--- src/rtl/pdm_pkg.sv ---
// Shared PDM/PCM definitions, used by the decimator and reusable by the modulator.
package pdm_pkg;

    localparam int PCM_W = 16;
    localparam logic [PCM_W-1:0] PCM_MID = 16'h8000;

    // Integrator width that holds R^order without ambiguity, plus sign and headroom.
    function automatic int cic_width(input int order, input int dlog2);
        return order * dlog2 + 2;
    endfunction

endpackage

--- src/rtl/pdm_decimator_if.sv ---
// PDM receive bundle: run enable and PDM pins in, PCM sample stream out.
interface pdm_decimator_if;
    import pdm_pkg::*;

    logic             en;
    logic             pdm_in;
    logic             pdm_clk;
    logic [PCM_W-1:0] pcm_out;
    logic             pcm_valid;

    modport master (output en, pdm_in, input pdm_clk, pcm_out, pcm_valid);
    modport slave  (input en, pdm_in, output pdm_clk, pcm_out, pcm_valid);

endinterface

--- src/rtl/pdm_clk_gen.sv ---
// PDM bit-clock divider plus two-flop input synchroniser and sample strobe.
module pdm_clk_gen #(
    parameter int CLK_DIV = 8
) (
    input  logic clk,
    input  logic rst_n,
    input  logic en,
    input  logic pdm_in,
    output logic pdm_clk,
    output logic sample_tick,
    output logic sample_bit
);
    localparam int DW = $clog2(CLK_DIV);

    logic [DW-1:0] div_cnt, div_nxt;
    logic          s1, s2;

    always_comb begin
        div_nxt = (div_cnt == DW'(CLK_DIV - 1)) ? '0 : div_cnt + 1'b1;
    end

    // NOTE: non-blocking assignments so every flop samples pre-edge values; s1->s2 stays a real 2-stage chain.
    always_ff @(posedge clk) begin
        if (!rst_n || !en) begin
            div_cnt <= '0;
            pdm_clk <= 1'b0;
            s1      <= 1'b0;
            s2      <= 1'b0;
        end else begin
            div_cnt <= div_nxt;
            // Registered from the next count so pdm_clk lines up with div_cnt.
            pdm_clk <= (div_nxt >= DW'(CLK_DIV / 2));
            s1      <= pdm_in;
            s2      <= s1;
        end
    end

    // Last cycle of the high phase: the source has had a full half period to settle.
    assign sample_tick = (div_cnt == DW'(CLK_DIV - 1));
    assign sample_bit  = s2;

endmodule

--- src/rtl/pdm_decimator.sv ---
// 1-bit PDM to 16-bit offset-binary PCM: 3rd-order CIC, decimation by 2^DECIM_LOG2.
module pdm_decimator
    import pdm_pkg::*;
#(
    parameter int CLK_DIV    = 8,
    parameter int DECIM_LOG2 = 6,
    parameter int CIC_ORDER  = 3
) (
    input  logic           clk,
    input  logic           rst_n,
    pdm_decimator_if.slave bus
);
    localparam int W = cic_width(CIC_ORDER, DECIM_LOG2);
    localparam logic signed [W-1:0] SAT_MAX = {2'b00, {(W-2){1'b1}}};

    logic                  clear, sample_tick, sample_bit, dec_fire;
    logic [DECIM_LOG2-1:0] dec_cnt;
    logic signed [W-1:0]   x, i1, i2, i3, i1_n, i2_n, i3_n;
    logic signed [W-1:0]   comb_q   [CIC_ORDER];
    logic signed [W-1:0]   dly_q    [CIC_ORDER];
    logic signed [W-1:0]   stage_in [CIC_ORDER];
    logic [CIC_ORDER-1:0]  stage_en, vld_q;
    logic signed [W-1:0]   c_sat;
    logic [PCM_W-1:0]      pcm_q, pcm_next;
    logic                  pcm_valid_q;

    assign clear = !rst_n || !bus.en;

    pdm_clk_gen #(.CLK_DIV(CLK_DIV)) u_clk_gen (
        .clk         (clk),
        .rst_n       (rst_n),
        .en          (bus.en),
        .pdm_in      (bus.pdm_in),
        .pdm_clk     (bus.pdm_clk),
        .sample_tick (sample_tick),
        .sample_bit  (sample_bit)
    );

    // Chained integrator update: each stage sees the value its predecessor takes this tick.
    always_comb begin
        x        = sample_bit ? W'(1) : '1;
        i1_n     = i1 + x;
        i2_n     = i2 + i1_n;
        i3_n     = i3 + i2_n;
        dec_fire = sample_tick && (&dec_cnt);
    end

    // NOTE: every always_comb output gets a value on every path, otherwise a latch is inferred.
    always_comb begin
        stage_in[0] = i3_n;
        for (int k = 1; k < CIC_ORDER; k++) begin
            stage_in[k] = comb_q[k-1];
        end
        stage_en = {vld_q[CIC_ORDER-2:0], dec_fire};
    end

    // NOTE: comb/delay arrays are cleared explicitly; en=0 must discard the whole pipeline, not just the valids.
    always_ff @(posedge clk) begin
        if (clear) begin
            i1      <= '0;
            i2      <= '0;
            i3      <= '0;
            dec_cnt <= '0;
            vld_q   <= '0;
            for (int k = 0; k < CIC_ORDER; k++) begin
                comb_q[k] <= '0;
                dly_q[k]  <= '0;
            end
        end else begin
            if (sample_tick) begin
                i1      <= i1_n;
                i2      <= i2_n;
                i3      <= i3_n;
                dec_cnt <= dec_cnt + 1'b1;
            end
            vld_q <= stage_en;
            for (int k = 0; k < CIC_ORDER; k++) begin
                if (stage_en[k]) begin
                    comb_q[k] <= stage_in[k] - dly_q[k];
                    dly_q[k]  <= stage_in[k];
                end
            end
        end
    end

    // Full-scale positive (exactly 2^(W-2)) is the only value that would overflow the PCM range.
    always_comb begin
        c_sat = comb_q[CIC_ORDER-1];
        if (!c_sat[W-1] && c_sat[W-2]) begin
            c_sat = SAT_MAX;
        end
        pcm_next = PCM_W'(c_sat >>> (W - 1 - PCM_W)) ^ PCM_MID;
    end

    always_ff @(posedge clk) begin
        if (clear) begin
            pcm_q       <= PCM_MID;
            pcm_valid_q <= 1'b0;
        end else begin
            pcm_valid_q <= vld_q[CIC_ORDER-1];
            if (vld_q[CIC_ORDER-1]) begin
                pcm_q <= pcm_next;
            end
        end
    end

    assign bus.pcm_out   = pcm_q;
    assign bus.pcm_valid = pcm_valid_q;

endmodule

--- src/flat_wrapper.sv ---
// flat-port wrapper written by rule: the top's interface ports become plain ports
module pdm_decimator_flat import pdm_pkg::*;
#(
    parameter int CLK_DIV    = 8,
    parameter int DECIM_LOG2 = 6,
    parameter int CIC_ORDER  = 3
)
  (clk, rst_n, bus_en, bus_pdm_in, bus_pdm_clk, bus_pcm_out, bus_pcm_valid);
  pdm_decimator_if bus_i ();
  input  logic clk;
  input  logic rst_n;
  input wire logic [$bits(bus_i.en)-1:0] bus_en;
  input wire logic [$bits(bus_i.pdm_in)-1:0] bus_pdm_in;
  output wire logic [$bits(bus_i.pdm_clk)-1:0] bus_pdm_clk;
  output wire logic [$bits(bus_i.pcm_out)-1:0] bus_pcm_out;
  output wire logic [$bits(bus_i.pcm_valid)-1:0] bus_pcm_valid;
  assign bus_i.en = bus_en;
  assign bus_i.pdm_in = bus_pdm_in;
  assign bus_pdm_clk = bus_i.pdm_clk;
  assign bus_pcm_out = bus_i.pcm_out;
  assign bus_pcm_valid = bus_i.pcm_valid;
  pdm_decimator #(.CLK_DIV(CLK_DIV), .DECIM_LOG2(DECIM_LOG2), .CIC_ORDER(CIC_ORDER)) u_core (.clk(clk), .rst_n(rst_n), .bus(bus_i));
endmodule
--- config.mk ---
export PLATFORM = sky130hd
export DESIGN_NAME = pdm_decimator_flat
export DESIGN_NICKNAME = d
export VERILOG_FILES = /design/src/rtl/pdm_pkg.sv /design/src/rtl/pdm_decimator_if.sv /design/src/rtl/pdm_clk_gen.sv /design/src/rtl/pdm_decimator.sv /design/src/flat_wrapper.sv
export SDC_FILE = /design/constraint.sdc
export NUM_CORES = 1
export LEC_CHECK = 0
export CAP_MARGIN = 20
export CORE_MARGIN = 2
export CORE_UTILIZATION = 45
export DETAILED_ROUTE_END_ITERATION = 8
export PLACE_DENSITY_LB_ADDON = 0.05
export SETUP_SLACK_MARGIN = 0.02
export SYNTH_ARGS = -nofsm -noshare
export SYNTH_HDL_FRONTEND = slang
export SYNTH_SLANG_ARGS = --single-unit
--- constraint.sdc ---
create_clock -name clk -period 14.15 [get_ports clk]
set_input_delay 2.83 -clock clk [delete_from_list [all_inputs] [get_ports clk]]
set_output_delay 2.83 -clock clk [all_outputs]
set_load 0.01 [all_outputs]
==> impl_metrics.json <==
{
  "status": "finished, final reports clean",
  "worstSetupPathType": "flop to flop",
  "cts_tree": "done",
  "start_util_pct": 45.9,
  "place_inst": 1576,
  "seqCellArea_mm2": 0.00534,
  "worst_pin_slew_ps": 1070,
  "drive_gt1_share_pct": 7.16,
  "yosysWarnings": 0,
  "combinationalPowerShare_pct": 7.5,
  "avgViaCountPerCell": 5.27,
  "critPathCaptureType": "flop",
  "grtUsageTotal_pct": 16.4,
  "wl_um": 22900,
  "pwr-share-seq_pct": 45.2,
  "cts_buffer_depth": 3,
  "synth_edf_count": 117,
  "grt_max_degree": 70,
  "synthMuxAreaShare_pct": 4.05,
  "syn_to_final_growth_pct": 12.0,
  "dp_hpwl_um": 15800,
  "place.gp.congestion": 0.780,
  "relSlewSlack_pct": 28.8,
  "ir_drop_mv": 0.140,
  "synth.yosys.seq_area_share_pct": 43.1,
  "grt_pass1_vias": 8316,
  "synth_top_area_share_pct": 28.4,
  "synth_compound_area_share_pct": 13.6,
  "holdBufCountCts": 0,
  "wire_per_inst_um": 14.1,
  "synth-xor-area-share_pct": 6.98,
  "num_rows": 60,
  "diodes": 0,
  "boundaryPins": 22,
  "post-synth-top-area-cell": "edfxtp_1",
  "crit_start": "u_core.u_clk_gen.sample_bit$_SDFF_PP0_",
  "overflow": 0,
  "p_leak_nw": 5.53,
  "fp.dieH_um": 170,
  "drt_iter0_drc": 383,
  "path_max_fanout": 18,
  "power.internal_mw": 1.13,
  "fin_tns_setup_ps": 0,
  "hold_start": "u_core.u_clk_gen.div_cnt[0]$_SDFF_PP0_",
  "slowest_stage": "a2111oi_0",
  "dieArea_mm2": 0.0288,
  "num-fill-cells": 2454,
  "layout_min_cycle_time_ps": 7060,
  "r2r_start": "u_core.u_clk_gen.sample_bit$_SDFF_PP0_",
  "min_period_over_period_pct": 49.9,
  "cts_max_level": 1,
  "clock_sinks": 208,
  "synth_seq_cells": 208,
  "fmax_mhz": 142,
  "yosysUniqueCellTypes": 73,
  "cts_root_buf": "clkbuf_16",
  "multi_input_area_mm2": 0.00659,
  "maxSlewViolCount": 0,
  "dr.pass1.iters": 4,
  "grt_pass1_wl_um": 39500,
  "synthCells": 1245,
  "synthArstFlopShare_pct": 0,
  "tritoncts.num_buffers": 26,
  "p_switching_mw": 0.328,
  "pwr-share-clk_pct": 47.4,
  "finalSetupViolCount": 0,
  "clk_pin_slew_ps": 60,
  "layout_common_cells": "nor2_1, edfxtp_1, ha_1",
  "synth-adder-area-share_pct": 12.5,
  "post_cts.resized_instances": 0,
  "drc": 0,
  "power_density_mw_per_mm2": 105,
  "final_common_cell": "nor2_1",
  "fp.coreArea_mm2": 0.0270,
  "ys.flop_type": "edfxtp_1",
  "maxCapViolCount": 0,
  "syn_nets": 1370,
  "final_cells": 1626,
  "portBuffers": 21,
  "synth_top_family_by_area": "simple AND/OR/NAND/NOR gates",
  "syn_area_mm2": 0.0124,
  "hold_class": "flop to flop",
  "finalHoldViolCount": 0,
  "syn_area_per_cell_um2": 9.94,
  "insertion_delay_ps": 540,
  "crit_arrival_ps": 7330,
  "fin_skew_ps": 21.4,
  "antenna_found_initial": 0,
  "rsz0062_at_grt": "no",
  "vias": 8565,
  "synth.area.top_cells": "edfxtp_1, dfxtp_1, ha_1",
  "post_cts.repair.setup_buffers": 0,
  "cp_slowest_stage_delay_ps": 520,
  "post_synth_and_or_nand_nor_area_fraction_pct": 15.8,
  "final_nets": 1390,
  "start_kind": "flop",
  "switching_share_pct": 22.6,
  "required_ps": 14420,
  "die_w_um": 170,
  "ant_nets": 0
}
[per-layer routing]
metal	track usage, %	part of all wire, %	vias up
li1	-	-	4462
met1	20.7	47	3988
met2	29.3	48	80
met3	1.98	2.3	35
met4	4.87	2.8	0
met5	0	0	-
[through the flow]
stage	power (mW)	area [um2]	utilization [%]	hold WS [ps]	worst slack, ps
final	1.45	13900	51.4	437	7090
after global routing	1.51	13900	51.4	453	6280
after CTS	1.48	13800	51.3	436	7010
after detailed placement	0.778	12900	48.0	428	7030
after global placement	0.777	12900	48.0	425	7130
after floorplan	0.755	12400	-	404	7980
[synthesized netlist by cell type (all sizes together), types with 3 or more instances]
cell type	count
a21oi	64
a211oi	20
nor2b	22
xor2	31
fa	5
and3	13
a21o	20
xnor2	65
ha	116
o21ai	53
nand2b	12
buf	9
o221a	16
edfxtp	117
and2	62
nand4	6
dfxtp	91
mux2i	50
clkbuf	27
or3	7
inv	90
a31oi	12
o21bai	5
a21boi	5
o41ai	6
a41oi	3
o21a	13
nand3	19
nor2	177
nand2	35
or2	3
nor3	36
nor4	3
[critical path, delay by kind of cell, from the launching register on]
family | cells | cell delay (ps)
buffers and inverters | 1 | 490
xor gates and xnor gates | 5 | 730
AOI/OAI and AO/OA | 13 | 2990
adders and majority gates | 4 | 1400
and+or+nand+nor | 8 | 840
DFF | 1 | 340
[layout make-up]
| cell class | instances | share of cell area (%) |
|---|---|---|
| flip-flops and latches | 208 | 38.5 |
| inverters | 90 | 2.44 |
| repair buffers | 28 | 1.99 |
| multi-input cells | 911 | 47.5 |
| clock inverters | 12 | 1.21 |
| well taps | 341 | 3.08 |
| clock buffers | 36 | 5.26 |
[final timing paths]
path | endpoint | slack (ps) | cells past startpoint
max | u_core.comb_q[0][19]$_SDFFCE_PN0P_ | 7090 | 31
min | u_core.u_clk_gen.div_cnt[0]$_SDFF_PP0_ | 440 | 1
max reg2reg | u_core.comb_q[0][19]$_SDFFCE_PN0P_ | 7090 | 31
min reg2reg | u_core.u_clk_gen.div_cnt[0]$_SDFF_PP0_ | 440 | 1
[power groups by stage]
| stage | Clock [mW] | Sequential, mW | Combinational (mW) |
|---|---|---|---|
| 6_report | 0.689 | 0.656 | 0.108 |
| 3_5_place_dp | 0 | 0.670 | 0.109 |
| 3_3_place_gp | 0 | 0.669 | 0.108 |
| 2_1_floorplan | 0 | 0.668 | 0.0869 |
| 5_1_grt | 0.730 | 0.658 | 0.124 |
| 4_1_cts | 0.710 | 0.657 | 0.109 |
[kinds of logic after synthesis]
| family | count (synthesis) |
|---|---|
| DFF | 208 |
| adders and majority gates | 121 |
| and+or+nand+nor | 404 |
| muxes | 50 |
| AOI/OAI and AO/OA | 239 |
| buffers and inverters | 126 |
| xor gates and xnor gates | 97 |
[sequential cells by signal, indices dropped and copies added (netlist names), 2 cells and up]
signal                    count
u_core.bus.pcm_out           16
u_core.comb_q                57
u_core.dec_cnt                6
u_core.dly_q                 60
u_core.i1                    20
u_core.i2                    20
u_core.i3                    20
u_core.u_clk_gen.div_cnt      2
u_core.vld_q                  3
(Power assumes the default switching activity.)
